**src/rtl/memory_bus_bridge.sv**
```systemverilog
// memory_bus_bridge: CPU word bus to block RAM plus debug I/O (LEDs, synchronised buttons); unmapped accesses pulse busError
module memory_bus_bridge #(
  parameter int ADDRESS_SIZE = 16,
  parameter int RAM_ADDRESS_SIZE = 11,
  parameter logic [ADDRESS_SIZE-1:0] IO_BASE = 16'hFF00
)(
  input  logic                        clock,
  input  logic                        reset,
  input  logic                        strobe,
  input  logic                        writeEnable,
  input  logic [ADDRESS_SIZE-1:0]     address,
  input  logic [31:0]                 dataWrite,
  output logic                        ready,
  output logic [31:0]                 dataRead,
  output logic                        ramEnable,
  output logic                        ramWriteEnable,
  output logic [RAM_ADDRESS_SIZE-1:0] ramAddress,
  output logic [31:0]                 ramDataWrite,
  input  logic [31:0]                 ramDataRead,
  input  logic                        btnA,
  input  logic                        btnB,
  output logic [7:0]                  bits,
  output logic                        red,
  output logic                        green,
  output logic                        blue,
  output logic                        busError
);
  typedef enum logic [1:0] {IDLE, RAM_ACCESS, RAM_WAIT, DONE} state_t;
  state_t state, state_n;
  logic we_q, we_n, ready_n, ram_en_n, ram_we_n, bus_err_n;
  logic [31:0] data_read_n, ram_wdata_n, io_rdata;
  logic [RAM_ADDRESS_SIZE-1:0] ram_addr_n;
  logic [10:0] led, led_n;
  logic [1:0] btn_meta, btn_sync;
  logic ram_hit, io_hit, unused_addr;
  assign ram_hit = address[ADDRESS_SIZE-1:RAM_ADDRESS_SIZE+2] == '0;
  assign io_hit = address[ADDRESS_SIZE-1:8] == IO_BASE[ADDRESS_SIZE-1:8];
  assign io_rdata = address[7:2] == 6'd0 ? {21'd0, led} : address[7:2] == 6'd1 ? {30'd0, btn_sync} : 32'd0;
  assign {blue, green, red, bits} = led;
  assign unused_addr = ^address[1:0];
  always_comb begin
    state_n = state;
    we_n = we_q;
    ready_n = ready;
    data_read_n = dataRead;
    ram_en_n = 1'b0;
    ram_we_n = 1'b0;
    ram_addr_n = ramAddress;
    ram_wdata_n = ramDataWrite;
    bus_err_n = 1'b0;
    led_n = led;
    case (state)
      IDLE: if (strobe) begin
        we_n = writeEnable;
        if (ram_hit) begin
          ram_en_n = 1'b1;
          ram_we_n = writeEnable;
          ram_addr_n = address[RAM_ADDRESS_SIZE+1:2];
          ram_wdata_n = dataWrite;
          state_n = RAM_ACCESS;
        end else begin
          ready_n = 1'b1;
          data_read_n = io_hit && !writeEnable ? io_rdata : 32'd0;
          bus_err_n = !io_hit;
          led_n = io_hit && writeEnable && address[7:2] == 6'd0 ? dataWrite[10:0] : led;
          state_n = DONE;
        end
      end
      RAM_ACCESS: begin
        ready_n = we_q;
        data_read_n = we_q ? 32'd0 : dataRead;
        state_n = we_q ? DONE : RAM_WAIT;
      end
      RAM_WAIT: begin
        ready_n = 1'b1;
        data_read_n = ramDataRead;
        state_n = DONE;
      end
      DONE: if (!strobe) begin
        ready_n = 1'b0;
        state_n = IDLE;
      end
    endcase
  end
  always_ff @(posedge clock or negedge reset) begin
    if (!reset) begin
      state <= IDLE;
      we_q <= 1'b0;
      ready <= 1'b0;
      dataRead <= '0;
      ramEnable <= 1'b0;
      ramWriteEnable <= 1'b0;
      ramAddress <= '0;
      ramDataWrite <= '0;
      busError <= 1'b0;
      led <= '0;
      btn_meta <= '0;
      btn_sync <= '0;
    end else begin
      state <= state_n;
      we_q <= we_n;
      ready <= ready_n;
      dataRead <= data_read_n;
      ramEnable <= ram_en_n;
      ramWriteEnable <= ram_we_n;
      ramAddress <= ram_addr_n;
      ramDataWrite <= ram_wdata_n;
      busError <= bus_err_n;
      led <= led_n;
      btn_meta <= {btnB, btnA};
      btn_sync <= btn_meta;
    end
  end
endmodule
```
**config.mk**
```make
export PLATFORM = sky130hd
export DESIGN_NAME = memory_bus_bridge
export DESIGN_NICKNAME = d
export VERILOG_FILES = /design/src/rtl/memory_bus_bridge.sv
export SDC_FILE = /design/constraint.sdc
export NUM_CORES = 1
export LEC_CHECK = 0
export CAP_MARGIN = 5
export CORE_MARGIN = 5
export CORE_UTILIZATION = 43
export DETAILED_ROUTE_END_ITERATION = 10
export GPL_TIMING_DRIVEN = 0
export PLACE_DENSITY = 0.85
export SLEW_MARGIN = 25
export SYNTH_ARGS = -nofsm -noshare
export SYNTH_HDL_FRONTEND = slang
export SYNTH_SLANG_ARGS = --single-unit
```
**constraint.sdc**
```tcl
create_clock -name clock -period 3.45 [get_ports clock]
set_input_delay 0.69 -clock clock [delete_from_list [all_inputs] [get_ports clock]]
set_output_delay 0.69 -clock clock [all_outputs]
set_load 0.02 [all_outputs]
```
# --- After elaboration in Yosys (flattened, before gate mapping) ---
# Index checks and enable logic that the tools add are counted.
word_totals:
  ff_bits: 97
  latchBits: 0
  ramBits: 0
  mem_bits_ro: 0
  output_inout_bits: 90
  wordCells: 62
  n_memories: 0
op_classes:
  add_sub_neg: 0
  multipliers: 0
  div_mod_pow: 0
  magnitude_cmp: 0
  eq_ne: 9
  shifts: 0
  muxes: 25
  n_bitwise: 1
  reduce_logical: 15
op_table:
  columns: ["operator", "count"]
  rows:
  - ["$mux 32", 3]
  - ["$pmux 32 s3", 1]
  - ["$mux 11", 2]
  - ["$mux 1", 13]
  - ["$eq 8x8->1 const B", 1]
  - ["$mux 2", 4]
  - ["$ne 2x2->1 const B", 4]
  - ["$pmux 2 s4", 1]
  - ["$reduce_and 4->1", 2]
  - ["$eq 6x1->1 const B", 1]
  - ["$logic_not 6->1", 1]
  - ["$reduce_and 3->1", 2]
  - ["$eq 2x2->1 const B", 2]
  - ["$pmux 1 s4", 1]
  - ["$reduce_and 2->1", 2]
  - ["$logic_and 1x1->1", 3]
  - ["$logic_not 3->1", 1]
  - ["$reduce_bool 3->1", 1]
  - ["$eq 2x1->1 const B", 1]
  - ["$logic_not 1->1", 2]
  - ["$logic_not 2->1", 1]
  - ["$not 1->1", 1]

# --- Depth between registers and ports, before layout ---
logic_depth:
  word_depth: 7
  depth_mapped: 7
  depth_no_buf: 6

# --- Worst setup path after synthesis ---
# Ideal clock, no wire load.
synth_path:
  path_kind: "input to register"
  from: "input address[13]"
  to: "register ramAddress[10]"
  setup_ps: 125
  t_arrival_ps: 1911
  t_required_ps: 3325
  slack_ps: 1414
  path_stages: 5
  path_cell_list: "nor3_1 > and3_1 > buf_2 > buf_4 > mux2_2"
synth_via:
  elab_chain_len: 2
synth_rtl:
  columns: ["item", "line", "source"]
  rows:
  - ["start: declaration", "11", "input logic [ADDRESS_SIZE-1:0] address,"]
  - ["$logic_not 3->1", "36", "assign ram_hit = address[ADDRESS_SIZE-1:RAM_ADDRESS_SIZE+2] == '0;"]
  - ["$reduce_and 3->1 (no line)", null, null]
  - ["end signal: assignment", "106", "ramAddress <= ram_addr_n;"]
  - ["end: declaration", "17", "output logic [RAM_ADDRESS_SIZE-1:0] ramAddress,"]
# Every way passes these cells.
# A chain may end at the register's enable or synchronous reset.

# --- Worst setup path after layout ---
layout_path:
  from: "input address[13]"
  to: "register ramDataWrite[10]"
layout_via:
  elab_chain_len: 2
layout_rtl:
  columns: ["item", "line", "source"]
  rows:
  - ["$logic_not 3->1", "36", null]
  - ["$reduce_and 3->1 (no line)", null, null]
  - ["end signal: assignment", "107", "ramDataWrite <= ram_wdata_n;"]
  - ["end: declaration", "18", "output logic [31:0] ramDataWrite,"]
# Every way passes these cells.

==> impl.org <==
** Yosys
- Mean area per synthesized cell :: between 10 and 15 um^2
- Top cell type by total area after synthesis :: dfrtp_1
- Measured against the total synthesized area, the mux share comes to 0.169.
- By area, the combinational part of the netlist is dominated by multiplexers.
- Complex-gate fraction of the synthesized area :: 0.0446
- After synthesis, the share of flip-flops with an asynchronous set or reset is 1.00.
- Of the total synthesized cell area, the portion taken by AND, OR, NAND and NOR gates is 0.126.
- Number of enable flip-flop cells after synthesis :: 0
- Proportion of netlist area held by the largest area contributor :: 0.622
- The cell area that synthesis handed to floorplanning was 3900 um^2.
- Top cells by instance count after synthesis :: dfrtp_1, mux2_2, nand2_1
- XOR/XNOR Fraction of Synth Area :: 0
- The most common cell in the synthesized netlist is dfrtp_1.
- Number of unique standard cell types used by synthesis :: 31
- Among all flip-flop cells after synthesis, the most frequent one is dfrtp_1.
- Of the total synthesized cell area, the portion taken by full adders, half adders and majority gates is 0.0160.
- Yosys attributes the largest share of cell area to dfrtp_1, mux2_2, nand2_1, nand3_1, a221oi_1.
- Post-synthesis register bit count :: 97
- Gate count of the mapped netlist :: just over 300
- Number of warnings issued by yosys :: 0
- The number of nets in the synthesized netlist is just under 400.
- The share of the Yosys chip area taken by registers is 0.622.

** Die
- Initial core utilization :: 0.445
- Die Ht :: roughly 110 um
- DIE AREA :: 11100 um^2
- Number of top-level pins :: between 150 and 200
- In this run the standard cell core region covers 8760 um^2.
- The floorplan has 34 rows.
- Die Span X :: approximately 110 um

** Worst setup path
- Worst path max stage delay :: between 400 and 500 ps
- Traced cell by cell, the critical path runs through clkdlybuf4s50_1, nor3_1, and3_1, buf_2, buf_4, mux2_2.
- Data arrival time of the critical path :: 2660 ps
- The critical path is of the in -> reg type.
- Data required time of the worst path :: 3680 ps
- Crit start category :: input pin
- Max Fanout on Critical Path :: 10
- On the critical path, the stage with the largest delay is an instance of nor3_1.
- The worst setup path is captured at a flip-flop.
- Worst reg2reg path depth :: 6

** Timing
- The number of hold violations in the final report is 0.
- For the pin with the worst max-slew slack, the measured transition is 587 ps.
- The clock arrives with between 10 and 15 ps of skew.
- RSZ-0062 raised after global routing :: no
- Setup violations remaining at the end of the flow were counted as 0.
- The tightest hold path in the finished design has a slack of about 170 ps.
- The final max-slew violation count was 0.
- Derived from the worst setup path, the maximum achievable clock frequency is 410 MHz.
- Final Critical Period :: between 2000 and 2500 ps
- In the finished design, the share of the clock period the worst path needs comes to 0.706.
- Relative slew margins :: 0.609
- Final setup TNS :: 0 ps

** Cells and area
- Relative to the synthesized area, the layout overhead comes to 54.4%.
- Count of nets after finishing :: 583
- Ant diodes :: 0
- Summed area of non-filler cells in the final layout :: 6020 um^2
- Fraction of final layout cells with drive strength greater than 1 :: 0.167
- The finished layout holds between 600 and 700 standard cells, fillers aside.

** Drt
- The final route contains between 3000 and 4000 vias.
- Using the TritonRoute via totals, the vias-per-cell ratio works out to around 5.2.
- Count of TritonRoute iterations in the first routing pass :: 4
- Average wire per cell in the routed design :: 17.6 um
- Wires add up to ~11000 um.
- In this run the remaining antenna-violating nets after routing total 0.
- The detailed router finished its first iteration with between 100 and 150 violations.
- Detailed-route DRC error count :: 0

** Place
- Once detailed placement completed, the half-perimeter wirelength came to 8360 um.
- Count of port buffers added during placement :: between 150 and 200
- Cell count after placement :: just under 600
- Final weighted congestion of routability-driven global placement :: roughly 0.8
- The placed instances occupy a cell area of slightly below 6000 um^2.

** Pwr
- Power comes to 0.00492 W.
- The analysis attributes to cell leakage a power of between 2 and 3 nW.
- IR analysis of the VDD net gives a maximum drop of roughly 470 uV.
- Power density relative to cell area :: between 800 and 900 nW/um^2

** Clock tree
- Buffers inserted to repair hold after CTS numbered 0.
- The tree is rooted in a clkbuf_8.
- No sink is reached through more buffers than the 2 on the longest clock path.
- TritonCTS built the clock tree.
- After clock tree synthesis, the clock-pin slew on the worst setup and hold paths is 90 ps.
- Clock net sink count :: 97
- Number of CTS-inserted buffers :: 9
- Buffers added to address setup during post-CTS repair amount to 0.
- In this run, post-CTS repair resized a total of 0 instances.
- Maximum level of the CTS H-tree :: 3
- Clock latency on the worst-skew pair :: between 300 and 400 ps

** Flow run
- Across the run, the number of max-cap violations was 0.

** Global routing
- Leftover overflow at the end of global routing :: 0
- All-Layer GR Usage :: 0.193
- The initial antenna violation count was 0.
- Pin count of the biggest net entering global routing :: 78
- Vias in the first global route :: about 3300
- Wire length of the first global-routing pass :: 17300 um

** Outcome
- Result of the run :: complete, no violations

** Worst hold path
- Path category of the worst min-delay check :: in -> async
cell type report:
| cell class | count | area [um^2] |
|---|---|---|
| Tap cell | 108 | 135 |
| Timing Repair Buffer | 174 | 1760 |
| Clock buffer | 10 | 138 |
| Clock inverter | 6 | 90.1 |
| Sequential cell | 97 | 2430 |
| Multi-Input combinational cell | 192 | 1390 |
| Inverter | 3 | 11.3 |
| Buffer | 15 | 73.8 |
| Fill cell | 634 | 2740 |
cells in the final DEF (no fill, tap or decap), types with 2 or more instances in the layout:
master,n
clkdlybuf4s50_1,172
nand4_1,2
or4_1,2
ha_1,5
and2_1,2
nand2_1,50
mux2i_1,3
mux2_2,56
buf_4,4
buf_2,2
o211ai_1,3
bufinv_16,2
dfrtp_1,97
nor3_1,3
clkbuf_1,8
clkbuf_8,10
o21a_1,2
inv_1,3
nor2_1,21
nand3_1,21
o21ai_0,2
a221oi_1,9
layer usage:
metal	share of wire	up-vias	GRT usage	routed length (um)
met4	0.011	0	0.0539	115
met3	0.082	15	0.0599	872
met5	0	-	0	0
li1	-	1445	-	-
met2	0.52	128	0.333	5560
met1	0.39	1542	0.232	4110
power by group:
group / total (W) / internal [W] / switching (W)
clock: 0.000821 / 0.000431 / 0.000390
sequential: 0.00172 / 0.00153 / 0.000199
combinational: 0.00237 / 0.00113 / 0.00125
metrics by stage:
stage	util	setup slack, ps
after floorplan	-	1410
after global placement	0.658	-1810
after detailed placement	0.661	638
after CTS	0.687	1020
after global routing	0.687	905
final	0.687	1010
critical path, delay by kind of cell:
family	cells	cell delay (ps)
buf+inv	3	940
mux	1	350
simple gates	2	680
flip-flops by register name, summed over array words and instances, names as in the netlist, 2 cells and up:
register,count
dataRead,32
ramDataWrite,32
led,11
ramAddress,11
btn_meta,2
btn_sync,2
state,2
cell families after synthesis:
family / count (synthesis)
AOI/OAI and AO/OA: 21
adders and majority gates: 5
buffers and inverters: 18
DFF: 97
muxes: 59
and+or+nand+nor: 107
path summary, 6_finish.rpt:
path / start / to / slack [ps]
max: address[13] / ramDataWrite[10]$_DFFE_PN0P_ / 1010
min: reset / ramDataWrite[24]$_DFFE_PN0P_ / 170
max reg2reg: state[0]$_DFFE_PN0P_ / dataRead[5]$_DFFE_PN0P_ / 1210
min reg2reg: btn_meta[0]$_DFF_PN0_ / btn_sync[0]$_DFF_PN0_ / 360
max in group asynchronous: reset / dataRead[7]$_DFFE_PN0P_ / 2660
min in group clock: btn_meta[0]$_DFF_PN0_ / btn_sync[0]$_DFF_PN0_ / 360
Note: power is estimated with default switching activity, not from simulation.
==> RTL change: new RTL, same settings <==
Remove the register `busError`: a continuous assignment takes its place, so the output `busError` follows one clock earlier.
--- a/src/rtl/memory_bus_bridge.sv
+++ b/src/rtl/memory_bus_bridge.sv
@@ -94,3 +94,2 @@
       ramDataWrite <= '0;
-      busError <= 1'b0;
       led <= '0;
@@ -107,3 +106,2 @@
       ramDataWrite <= ram_wdata_n;
-      busError <= bus_err_n;
       led <= led_n;
@@ -113,2 +111,4 @@
   end
+
+  assign busError = bus_err_n;
 endmodule
Behaviour: not the same (Yosys sat finds a counterexample within 4 cycles, from zero or initial values and one cycle with reset low).
==> RTL change against the unedited design <==
First-iteration DRC count grew 4.8%. Non-clock buffer count is the same. Routed wire length shrank 1.2%. Worst setup slack lost 560 ps. Via count shrank 0.16%. Power shrank 2.3%. Cell count shrank 0.17%. Critical path type is now in2out. Area after synthesis shrank 0.64%. Sequential cell count shrank 1. Worst hold slack gained 84 ps. Critical path depth shrank 2. Largest cell class unchanged. Design area shrank 1.0%. Global-route usage is essentially flat.
==> RTL change: results (changes against the unedited design) <==
<table>
<tr><th>Metric</th><th>Value</th></tr>
<tr><th colspan="2">Status</th></tr>
<tr><td>Run status</td><td>finished, final reports clean (unchanged)</td></tr>
<tr><th colspan="2">Timing</th></tr>
<tr><td>Skew final</td><td>12.0 ps (was 12.1 ps)</td></tr>
<tr><td>Share of the clock period used by the worst path after layout</td><td>86.9% (was 70.6%)</td></tr>
<tr><th colspan="2">Detailed routing</th></tr>
<tr><td>Metal-1 WL</td><td>4090 µm (was 4110 µm)</td></tr>
<tr><td>Total vias in the final route</td><td>3125 (was 3130)</td></tr>
<tr><td>Vias per Instance</td><td>5.17 (about the same)</td></tr>
<tr><td>Number of design-rule violations left by the first detailed-router iteration</td><td>132 (was 126)</td></tr>
<tr><td>Average detailed-routed wire length per instance</td><td>17.4 µm (was 17.6 µm)</td></tr>
<tr><td>Met2 WL post-DR</td><td>5310 µm (was 5560 µm)</td></tr>
<tr><th colspan="2">Final layout</th></tr>
<tr><td>Relative area of non-clock buffer cells in the final design</td><td>30.8% (was 30.4%)</td></tr>
<tr><td>Fraction of area in registers</td><td>40.3% (about the same)</td></tr>
<tr><td>Layout area overhead</td><td>53.8% (was 54.4%)</td></tr>
<tr><td>Fraction of area in clock buffers and inverters</td><td>3.19% (was 3.78%)</td></tr>
<tr><th colspan="2">Synth</th></tr>
<tr><td>Sequential element share of the synthesized area</td><td>62.0% (was 62.2%)</td></tr>
<tr><td>Net Count, Synth</td><td>397 (was 398)</td></tr>
<tr><th colspan="2">Worst setup path</th></tr>
<tr><td>Crit path to</td><td>busError (was ramDataWrite[10])</td></tr>
<tr><td>Register-to-Register Setup Slack</td><td>1150 ps (was 1210 ps)</td></tr>
<tr><td>Maximum net fanout on the critical path</td><td>5 (was 10)</td></tr>
<tr><th colspan="2">Placed design</th></tr>
<tr><td>Detailed placer's ending HPWL</td><td>8230 µm (was 8360 µm)</td></tr>
<tr><td>Post-place instance area</td><td>5770 µm² (was 5800 µm²)</td></tr>
<tr><td>Dpl ws</td><td>454 ps (was 638 ps)</td></tr>
<tr><td>Placer's final routability congestion estimate</td><td>0.823 (was 0.805)</td></tr>
<tr><th colspan="2">Pwr</th></tr>
<tr><td>Largest voltage drop on the vdd net</td><td>0.406 mV (was 0.472 mV)</td></tr>
<tr><td>Power Density</td><td>806 nW/µm² (was 816 nW/µm²)</td></tr>
<tr><td>Lkg Pwr</td><td>2.68 nW (was 2.72 nW)</td></tr>
<tr><th colspan="2">GRT</th></tr>
<tr><td>Vias in the first global route</td><td>3422 (was 3347)</td></tr>
<tr><td>Met3 Track Usage GR</td><td>5.98% (was 5.99%)</td></tr>
<tr><td>Largest net degree at the start of global routing</td><td>52 (was 78)</td></tr>
</table>
[RTL change: changes by cell type after synthesis]
| cell | before | now |
|---|---|---|
| sky130_fd_sc_hd__dfrtp_1 | 97 | 96 |
[RTL change: metrics by stage]
stage / power (mW) / util [%]
3_5_place_dp: 4.13 / 65.9
5_1_grt: 5.13 / 68.0
3_3_place_gp: 4.03 / 65.5
4_1_cts: 4.87 / 68.0
6_report: 4.80 / 68.0
2_1_floorplan: 3.00 / -
[RTL change: worst max-delay path: stages]
cell	delay, ps
sky130_fd_sc_hd__clkdlybuf4s50_1	440
sky130_fd_sc_hd__nor3_1	470
sky130_fd_sc_hd__nor3_1	130
sky130_fd_sc_hd__clkdlybuf4s50_1	570
[RTL change: kinds of logic after synthesis]
| kind of cell | count (synthesis) | synth area share (%) |
|---|---|---|
| compound gates | 21 | 4.49 |
| flops | 96 | 62.0 |
| simple gates | 107 | 12.7 |
| mux | 59 | 17.0 |
| fa+ha+maj | 5 | 1.61 |
| buf+inv | 18 | 2.19 |
